$ cat src/rtl/arb_pkg.sv
// Shared constants, FSM state type and pointer helper for the rr_arb8 round-robin arbiter.
package arb_pkg;

  localparam int unsigned N_REQ = 8;
  localparam int unsigned IDX_W = 3;

  typedef enum logic {
    IDLE  = 1'b0,
    GRANT = 1'b1
  } arb_state_e;

  // Search start that follows a winner: idx+1 with 7 wrapping to 0.
  function automatic logic [IDX_W-1:0] next_ptr(input logic [IDX_W-1:0] idx);
    return (idx == IDX_W'(N_REQ - 1)) ? IDX_W'(0) : IDX_W'(idx + IDX_W'(1));
  endfunction

endpackage

$ cat src/rtl/idx_onehot_dec.sv
// Combinational 3-to-8 decoder with enable.
// Ports:
//   en       - when 0 the output is all-zero
//   idx      - binary index to decode
//   onehot_c - one-hot image of idx, gated by en
module idx_onehot_dec
  import arb_pkg::*;
(
  input  logic             en,
  input  logic [IDX_W-1:0] idx,
  output logic [N_REQ-1:0] onehot_c
);

  always_comb begin
    onehot_c = '0;
    if (en) begin
      onehot_c = N_REQ'(1) << idx;
    end
  end

endmodule

$ cat src/rtl/rr_arb8.sv
// Round-robin arbiter for 8 requesters with registered grant index/valid and a
// one-hot grant decoded from them.
// Optional feature macro: ARB_TIMEOUT_EN enables the MAX_HOLD hold counter and the
// timeout pulse; without it the owner keeps the grant until it drops req or en falls.
// Ports:
//   clk     - rising-edge clock
//   rst_n   - asynchronous active-low reset
//   en      - global enable; 0 withdraws the grant and freezes arbitration
//   req     - level-sensitive request vector
//   gnt     - one-hot grant (zero when nothing is granted)
//   gnt_idx - binary index of the current/last owner
//   gnt_vld - high while a grant is active
//   timeout - one-cycle pulse when MAX_HOLD forces a rotation
module rr_arb8
  import arb_pkg::*;
#(
  parameter int unsigned MAX_HOLD = 16
) (
  input  logic             clk,
  input  logic             rst_n,
  input  logic             en,
  input  logic [N_REQ-1:0] req,
  output logic [N_REQ-1:0] gnt,
  output logic [IDX_W-1:0] gnt_idx,
  output logic             gnt_vld,
  output logic             timeout
);

  localparam int unsigned HOLD_W = 8;

  // Elaboration-time guard on the hold limit.
  if (MAX_HOLD < 2 || MAX_HOLD > 255) begin : g_bad_max_hold
    $error("rr_arb8: MAX_HOLD must be within 2..255");
  end

  arb_state_e       state_q, state_d;
  logic [IDX_W-1:0] ptr_q, ptr_d;
  logic [IDX_W-1:0] gnt_idx_q, gnt_idx_d;
  logic             gnt_vld_q, gnt_vld_d;
  logic [IDX_W-1:0] win_idx_c;
  logic             do_grant_c;
  logic             hold_ok_c;
`ifdef ARB_TIMEOUT_EN
  logic [HOLD_W-1:0] hold_cnt_q, hold_cnt_d;
  logic              timeout_q, timeout_d;
`endif

  // Rotating priority search: first set req bit at ptr, ptr+1, ... (mod 8).
  always_comb begin
    logic             found;
    logic [IDX_W-1:0] cand;
    found     = 1'b0;
    cand      = ptr_q;
    win_idx_c = ptr_q;
    for (int unsigned k = 0; k < N_REQ; k++) begin
      cand = IDX_W'(ptr_q + IDX_W'(k));
      if (!found && req[cand]) begin
        found     = 1'b1;
        win_idx_c = cand;
      end
    end
  end

  // Hold limit check; always satisfied when the counter is not built.
`ifdef ARB_TIMEOUT_EN
  assign hold_ok_c = (hold_cnt_q < HOLD_W'(MAX_HOLD - 1));
`else
  assign hold_ok_c = 1'b1;
`endif

  // Next-state and registered-output logic.
  always_comb begin
    state_d    = state_q;
    ptr_d      = ptr_q;
    gnt_idx_d  = gnt_idx_q;
    gnt_vld_d  = gnt_vld_q;
    do_grant_c = 1'b0;
`ifdef ARB_TIMEOUT_EN
    hold_cnt_d = hold_cnt_q;
    timeout_d  = 1'b0;
`endif
    if (!en) begin
      // ptr and hold count are kept; the count is cleared by the next grant.
      state_d   = IDLE;
      gnt_vld_d = 1'b0;
    end else begin
      case (state_q)
        IDLE: begin
          do_grant_c = |req;
        end
        GRANT: begin
          if (req[gnt_idx_q] && hold_ok_c) begin
`ifdef ARB_TIMEOUT_EN
            hold_cnt_d = HOLD_W'(hold_cnt_q + HOLD_W'(1));
`endif
          end else begin
            // Release wins over timeout: pulse only if the owner still requests.
`ifdef ARB_TIMEOUT_EN
            timeout_d = req[gnt_idx_q];
`endif
            if (|req) begin
              do_grant_c = 1'b1;
            end else begin
              state_d   = IDLE;
              gnt_vld_d = 1'b0;
            end
          end
        end
        default: begin
          state_d   = IDLE;
          gnt_vld_d = 1'b0;
        end
      endcase
    end

    if (do_grant_c) begin
      state_d   = GRANT;
      gnt_idx_d = win_idx_c;
      gnt_vld_d = 1'b1;
      ptr_d     = next_ptr(win_idx_c);
`ifdef ARB_TIMEOUT_EN
      hold_cnt_d = '0;
`endif
    end
  end

  // State and output registers.
  always_ff @(posedge clk or negedge rst_n) begin
    if (!rst_n) begin
      state_q    <= IDLE;
      ptr_q      <= '0;
      gnt_idx_q  <= '0;
      gnt_vld_q  <= 1'b0;
`ifdef ARB_TIMEOUT_EN
      hold_cnt_q <= '0;
      timeout_q  <= 1'b0;
`endif
    end else begin
      state_q    <= state_d;
      ptr_q      <= ptr_d;
      gnt_idx_q  <= gnt_idx_d;
      gnt_vld_q  <= gnt_vld_d;
`ifdef ARB_TIMEOUT_EN
      hold_cnt_q <= hold_cnt_d;
      timeout_q  <= timeout_d;
`endif
    end
  end

  // One-hot grant derived from the registered index and valid.
  idx_onehot_dec u_dec (
    .en       (gnt_vld_q),
    .idx      (gnt_idx_q),
    .onehot_c (gnt)
  );

  assign gnt_idx = gnt_idx_q;
  assign gnt_vld = gnt_vld_q;
`ifdef ARB_TIMEOUT_EN
  assign timeout = timeout_q;
`else
  assign timeout = 1'b0;
`endif

endmodule
$ cat config.mk
export PLATFORM = sky130hd
export DESIGN_NAME = rr_arb8
export DESIGN_NICKNAME = d
export VERILOG_FILES = /design/src/rtl/arb_pkg.sv /design/src/rtl/idx_onehot_dec.sv /design/src/rtl/rr_arb8.sv
export SDC_FILE = /design/constraint.sdc
export NUM_CORES = 1
export LEC_CHECK = 0
export BUFFER_PORTS_ARGS = -buffer_cell sky130_fd_sc_hd__buf_4
export CAP_MARGIN = 20
export CELL_PAD_IN_SITES_DETAIL_PLACEMENT = 1
export CELL_PAD_IN_SITES_GLOBAL_PLACEMENT = 1
export CORE_MARGIN = 4
export CORE_UTILIZATION = 41
export DETAILED_ROUTE_END_ITERATION = 7
export PLACE_DENSITY_LB_ADDON = 0.1
export REMOVE_ABC_BUFFERS = 1
export SLEW_MARGIN = 15
export SYNTH_ARGS = -nofsm -noshare
export SYNTH_HDL_FRONTEND = slang
export SYNTH_SLANG_ARGS = --single-unit
$ cat constraint.sdc
create_clock -name clk -period 3.8 [get_ports clk]
set_input_delay 0.19 -clock clk [delete_from_list [all_inputs] [get_ports clk]]
set_output_delay 0.19 -clock clk [all_outputs]
set_load 0.01 [all_outputs]
==> results of run 1 <==
==> Yosys cell counts (all sizes together) (2+ instances only) <==
cell type	instances	area share, %
mux2i	17	9.7
nand2	17	3.6
nor2	17	3.6
mux2	16	11
mux4	12	16
buf	10	6.1
dfrtp	8	11
o21ai	7	2.6
a21oi	6	1.7
nand2b	6	2.1
a31oi	5	1.8
nor3	5	1.4
ha	4	2.9
o22ai	4	1.4
xnor2	4	2.4
and2	3	1.1
clkbuf	3	1.3
inv	3	0.64
or3	3	1.1
a211oi	2	1.6
a21boi	2	0.86
a22oi	2	0.86
a32oi	2	1.4
and3	2	0.71
nor4	2	0.71
or2	2	0.71
==> area by class of cell <==
type / count / area (um^2) / area share, %
Sequential cell: 8 / 200 / 9.88
Multi-Input combinational cell: 158 / 1450 / 71.7
Timing Repair Buffer: 30 / 240 / 11.9
Clock buffer: 3 / 41.3 / 2.04
Tap cell: 50 / 62.6 / 3.09
Inverter: 4 / 28.8 / 1.42
==> layer usage <==
metal | wire (um) | share of wire (%) | track usage [%]
met1 | 2450 | 46 | 27.8
met2 | 2740 | 51 | 37.8
met3 | 108 | 2.0 | 1.09
met4 | 54 | 1.0 | 5.84
met5 | 0 | 0 | 0
==> worst max-delay path, stage by stage (launching register included) <==
cell and delay (ns):
sky130_fd_sc_hd__dfrtp_1 0.34, sky130_fd_sc_hd__bufinv_8 0.18, sky130_fd_sc_hd__ha_1 0.31, sky130_fd_sc_hd__buf_12 0.20
sky130_fd_sc_hd__mux2_1 0.39, sky130_fd_sc_hd__mux4_2 0.54, sky130_fd_sc_hd__a2111oi_4 0.33, sky130_fd_sc_hd__buf_4 0.19
sky130_fd_sc_hd__a211oi_4 0.08, sky130_fd_sc_hd__xnor2_2 0.17, sky130_fd_sc_hd__ha_1 0.21, sky130_fd_sc_hd__ha_1 0.30
sky130_fd_sc_hd__mux2_2 0.28
==> sequential cells by signal, indices dropped and copies added (netlist names) <==
name,cells
ptr_q,3
state_q,1
gnt_vld,1
gnt_idx,3
==> final timing paths <==
check	startpoint	to	cells after the start
setup / recovery	ptr_q[0]	ptr_q[2]	12
hold / removal	en	state_q	2
setup reg to reg	ptr_q[0]	ptr_q[2]	12
hold reg to reg	gnt_vld	gnt_vld	2
max in group asynchronous	rst_n	gnt_idx[2]	2
min in group asynchronous	rst_n	gnt_idx[1]	2
==> stage by stage <==
step           cells  setup WS [ns]
2_1_floorplan    170         -0.438
3_3_place_gp     248          0.269
3_5_place_dp     248          0.131
4_1_cts          252         0.0431
5_1_grt          253         0.0188
6_report         253          0.138
==> cell families after synthesis <==
| kind of cell | Yosys count |
|---|---|
| compound gates | 42 |
| xor+xnor | 5 |
| fa+ha+maj | 4 |
| buf+inv | 18 |
| flops | 8 |
| mux | 45 |
| other cells | 1 |
| simple gates | 61 |
==> repair_timing <==
item	in CTS	in global routing
setup buffers	0	1
endpoints found under the setup margin	0	2
hold buffers	1	0
gates resized for setup	0	10
endpoints found under the hold margin	8	0
==> results by group, run 1 <==
Finish
  – Antenna diodes: 0
  – Most common cell after layout, fill and taps aside: sky130_fd_sc_hd__buf_4
  – Commonest cells after routing, fill and taps aside: sky130_fd_sc_hd__buf_4 (28), sky130_fd_sc_hd__nand2_1 (17), sky130_fd_sc_hd__nor2_1 (17), sky130_fd_sc_hd__mux2i_1 (13), sky130_fd_sc_hd__mux4_2 (11)
  – Fraction of layout cells with a size suffix above 1: 34.5%
  – Number of nets in the finished design: 220
  – Post-route cell area: 2030 um^2
  – Utilization after layout: 49.9%
  – Number of fill cells: 474
  – Area delta synth->final: 15.6%

Logic synthesis
  – Synthesized area divided by synthesized cell count: 9.53 um^2
  – Fraction of the mapped netlist area in compound gates: 19.8%
  – Proportion of synthesized area in mux cells: 36.5%
  – Post-synthesis adder-cell area fraction: 2.86%
  – Sequential-to-total area share from yosys stat: 11.4%
  – Yosys warning total: 0
  – Number of storage elements in the synthesis netlist: 8
  – Post-Synthesis Cell Area: 1750 um^2
  – Number of synthesized flops with an enable pin: 0
  – Predominant post-synthesis flop cell: sky130_fd_sc_hd__dfrtp_1
  – Number of library cell types mapped by synthesis: 61
  – Post-synthesis share of cell area spent on xor and xnor gates: 2.93%
  – Share of synthesized cell area in and, or, nand and nor gates: 16.7%
  – Combinational family with the most area after synthesis: multiplexers
  – Number of standard cells after synthesis: 184
  – Post-synth ARST share: 100%

Min path
  – Path class of the lowest-slack min-delay path: in2reg

Placed design
  – Post-detailed-placement cell area: 1900 um^2
  – Sum of net half-perimeters after detailed placement: 4.06 mm
  – IO buf count: 22
  – Global placer's final weighted congestion: 0.956

Floorplanning
  – Horizontal die dimension: 73.4 um
  – CORE AREA: 4060 um^2
  – Num rows: 23
  – Number of top-level pins: 24
  – Floorplan die height: 73.4 um
  – Starting utilization of the core area: 43.2%
  – Floorplan die area: 5390 um^2

Clocking
  – Clock transition at the register clock pins on the worst setup and hold paths after CTS: 0.05 ns
  – Clock buffers created by TritonCTS: 3
  – Clock latency of the later-clocked register in the worst-skew pair: 0.23 ns
  – Clock tree root buffer cell: sky130_fd_sc_hd__clkbuf_8
  – Clock H-tree levels: 1
  – Clock tree from TritonCTS: built
  – Clock net sink count: 8
  – Longest Clk Path Bufs: 2

Critical path
  – Required time at the endpoint of the critical path: 3.90 ns
  – Kind of start point of the critical path: register
  – Crit. End Element: register
  – Largest fanout on the critical path: 23
  – Register-to-register setup slack: 0.14 ns
  – Critical setup path kind: reg2reg
  – Critical path data arrival time: 3.77 ns

Global routing
  – Overall global routing resource usage: 21.2%
  – Number of global-route vias before repair: 1752
  – Wire length of the first global-routing pass: 8.92 mm
  – Total gr overflow: 0
  – Pin count of the biggest net entering global routing: 24
  – Number of antenna violations at the first check in global routing: 0

Route
  – WL/cell: 21.1 um
  – Via total after detailed routing: 1597
  – Final wirelength: 5.35 mm
  – Post-detailed-route DRC marker count: 0
  – Routed vias/inst: 6.31
  – First-iteration detailed-routing DRC count: 62
  – Number of optimization iterations in the first detailed-route pass: 4
  – Antenna violation net count after detailed routing: 0

Timing
  – Final hold slack: 0.194 ns
  – Setup TNS: 0 ns
  – Share of the cycle needed by the critical path after routing: 96.4%
  – Hold Fails Final Rpt: 0
  – Clock Skews: 0.00404 ns
  – Max-slew violation count: 0
  – Final period demand of the worst path: 3.66 ns
  – Max Clk Rate: 273 MHz
  – RSZ-0062 raised after global routing: no
  – Count of final setup violators: 0

Outcome
  – Outcome: finished clean

Run
  – Maxcap violations: 0
Power of run 1 is not shown: default switching activity piles up to over one toggle a cycle in this logic, so the estimate is an artifact.
==> run 2, diff against run 1 <==
--- a/config.mk
+++ b/config.mk
@@ -9,9 +9,10 @@
 export CAP_MARGIN = 20
 export CELL_PAD_IN_SITES_DETAIL_PLACEMENT = 1
 export CELL_PAD_IN_SITES_GLOBAL_PLACEMENT = 1
-export CORE_MARGIN = 4
+export CORE_MARGIN = 3
 export CORE_UTILIZATION = 41
 export DETAILED_ROUTE_END_ITERATION = 7
+export GPL_ROUTABILITY_DRIVEN = 0
 export PLACE_DENSITY_LB_ADDON = 0.1
 export REMOVE_ABC_BUFFERS = 1
 export SLEW_MARGIN = 15
==> results by group, run 2 (same netlist as run 1, synthesis figures left out) <==
Route
  – Antenna violation net count after detailed routing: 0 (unchanged)
  – Final wirelength: 5.46 mm (was 5.35 mm)
  – First-iteration detailed-routing DRC count: 81 (was 62)
  – Routed vias/inst: 6.40 (was 6.31)
  – Number of optimization iterations in the first detailed-route pass: 4 (unchanged)
  – Via total after detailed routing: 1625 (was 1597)
  – WL/cell: 21.5 um (was 21.1 um)
  – Post-detailed-route DRC marker count: 0 (unchanged)

Run
  – Maxcap violations: 0 (unchanged)

Floorplanning
  – Num rows: 23 (unchanged)
  – CORE AREA: 4060 um^2 (unchanged)
  – Floorplan die height: 71.4 um (was 73.4 um)
  – Starting utilization of the core area: 43.2% (unchanged)
  – Horizontal die dimension: 71.4 um (was 73.4 um)
  – Number of top-level pins: 24 (unchanged)
  – Floorplan die area: 5100 um^2 (was 5390 um^2)

Global routing
  – Overall global routing resource usage: 21.0% (was 21.2%)
  – Number of global-route vias before repair: 1685 (was 1752)
  – Pin count of the biggest net entering global routing: 24 (unchanged)
  – Wire length of the first global-routing pass: 8.66 mm (was 8.92 mm)
  – Total gr overflow: 0 (unchanged)
  – Number of antenna violations at the first check in global routing: 0 (unchanged)

Clocking
  – Longest Clk Path Bufs: 2 (unchanged)
  – Clock tree root buffer cell: sky130_fd_sc_hd__clkbuf_8 (unchanged)
  – Clock buffers created by TritonCTS: 3 (unchanged)
  – Clock latency of the later-clocked register in the worst-skew pair: 0.23 ns (about the same)
  – Clock H-tree levels: 1 (unchanged)
  – Clock transition at the register clock pins on the worst setup and hold paths after CTS: 0.04 ns (was 0.05 ns)
  – Clock net sink count: 8 (unchanged)
  – Clock tree from TritonCTS: built (unchanged)

Min path
  – Path class of the lowest-slack min-delay path: in2reg (unchanged)

Timing
  – Hold Fails Final Rpt: 0 (unchanged)
  – Final period demand of the worst path: 3.65 ns (was 3.66 ns)
  – Max-slew violation count: 0 (unchanged)
  – Post-route setup slack: 0.153 ns (was 0.138 ns)
  – Count of final setup violators: 0 (unchanged)
  – Max Clk Rate: 274 MHz (was 273 MHz)
  – Share of the cycle needed by the critical path after routing: 96.0% (was 96.4%)
  – Clock Skews: 0.00378 ns (was 0.00404 ns)

Placed design
  – IO buf count: 22 (unchanged)
  – Worst slack after detailed placement: 0.161 ns (was 0.131 ns)
  – Sum of net half-perimeters after detailed placement: 4.04 mm (was 4.06 mm)

Critical path
  – Top delay family on crit path: multiplexers (unchanged)
  – Required time at the endpoint of the critical path: 3.91 ns (was 3.90 ns)
  – Critical path data arrival time: 3.76 ns (was 3.77 ns)
  – Critical Path Max Stage Delay: 0.53 ns (was 0.54 ns)
  – Kind of start point of the critical path: register (unchanged)
  – Master of the slowest instance on the critical path: sky130_fd_sc_hd__mux4_2 (unchanged)
  – Crit-path most repeated cell: sky130_fd_sc_hd__ha_1 (unchanged)
  – Crit. End Element: register (unchanged)
  – Largest fanout on the critical path: 23 (unchanged)
  – Critical setup path kind: reg2reg (unchanged)
  – Bufs and invs on worst path: 3 (unchanged)
  – Crit path cell chain: bufinv_8, ha_1, buf_12, mux2i_1, mux4_2, a32oi_4, a2111oi_4, buf_4, a211oi_4, xnor2_1, ha_1, ha_1, mux2_2 (was bufinv_8, ha_1, buf_12, mux2_1, mux4_2, a2111oi_4, buf_4, a211oi_4, xnor2_2, ha_1, ha_1, mux2_2)

Outcome
  – Outcome: finished clean (unchanged)

Finish
  – Antenna diodes: 0 (unchanged)
  – Fraction of layout cells with a size suffix above 1: 33.8% (was 34.5%)
  – Number of fill cells: 474 (unchanged)
  – Number of nets in the finished design: 221 (was 220)
  – Area delta synth->final: 14.3% (was 15.6%)
  – Commonest cells after routing, fill and taps aside: sky130_fd_sc_hd__buf_4 (29), sky130_fd_sc_hd__nand2_1 (17), sky130_fd_sc_hd__nor2_1 (17), sky130_fd_sc_hd__mux2i_1 (14), sky130_fd_sc_hd__mux4_2 (11) (was sky130_fd_sc_hd__buf_4 (28), sky130_fd_sc_hd__nand2_1 (17), sky130_fd_sc_hd__nor2_1 (17), sky130_fd_sc_hd__mux2i_1 (13), sky130_fd_sc_hd__mux4_2 (11))
  – Most common cell after layout, fill and taps aside: sky130_fd_sc_hd__buf_4 (unchanged)
[run 2: cell types whose count changed in the layout (fill, tap and decap cells not counted), sizes merged]
cell	before	now
buf	29	30
[run 2: metrics by stage]
| step | instance area (um^2) | setup TNS, ns | hold WS [ns] | utilization [%] | std cells |
|---|---|---|---|---|---|
| 2_1_floorplan | 1610 | -0.953 | -0.106 | - | 170 |
| 3_3_place_gp | 1910 | 0 | 0.00957 | 47.0 | 249 |
| 3_5_place_dp | 1910 | 0 | 0.0169 | 47.0 | 249 |
| 4_1_cts | 1960 | 0 | 0.198 | 48.2 | 253 |
| 5_1_grt | 2000 | -0.00572 | 0.205 | 49.4 | 254 |
| 6_report | 2000 | 0 | 0.200 | 49.4 | 254 |
[run 2: path summary, 6_finish.rpt]
check,startpoint,to,slack [ns],cells after the start
min in group asynchronous,rst_n,ptr_q[2],0.32,2
max in group asynchronous,rst_n,gnt_idx[2],3.35,2
worst min register to register,gnt_vld,gnt_vld,0.59,2
worst min-delay path,en,state_q,0.20,2
worst max-delay path,ptr_q[0],ptr_q[2],0.15,13
worst max register to register,ptr_q[0],ptr_q[2],0.15,13
[run 2: what timing repair did]
item,CTS,global route
setup endpoints to repair,0,2
hold buffers,1,0
gates resized for setup,0,6
setup buffers,0,1
hold endpoints to repair,8,0
[run 2: final cells by class]
class | count | area, um^2 | area share, %
inverter | 4 | 28.8 | 1.44
sequential | 8 | 200 | 9.99
tap | 50 | 62.6 | 3.12
multi-input combinational | 158 | 1420 | 71.0
clock buffer | 3 | 41.3 | 2.06
timing repair buffer | 31 | 248 | 12.4
[run 2: worst reg2reg max path, stage by stage, from the launching register on]
cell and delay (ns):
sky130_fd_sc_hd__dfrtp_1 0.34, sky130_fd_sc_hd__bufinv_8 0.18, sky130_fd_sc_hd__ha_1 0.32, sky130_fd_sc_hd__buf_12 0.18, sky130_fd_sc_hd__mux2i_1 0.20, sky130_fd_sc_hd__mux4_2 0.53
sky130_fd_sc_hd__a32oi_4 0.38, sky130_fd_sc_hd__a2111oi_4 0.05, sky130_fd_sc_hd__buf_4 0.17, sky130_fd_sc_hd__a211oi_4 0.30, sky130_fd_sc_hd__xnor2_1 0.19, sky130_fd_sc_hd__ha_1 0.19
sky130_fd_sc_hd__ha_1 0.22, sky130_fd_sc_hd__mux2_2 0.27
[run 2: per-layer routing]
layer | track usage, % | vias up | wire (um)
li1 | - | 746 | -
met1 | 28.1 | 837 | 2400
met2 | 37.6 | 36 | 2880
met3 | 1.54 | 6 | 136
met4 | 3.76 | 0 | 50
met5 | 0 | - | 0
Power of run 2 is left out for the same reason.
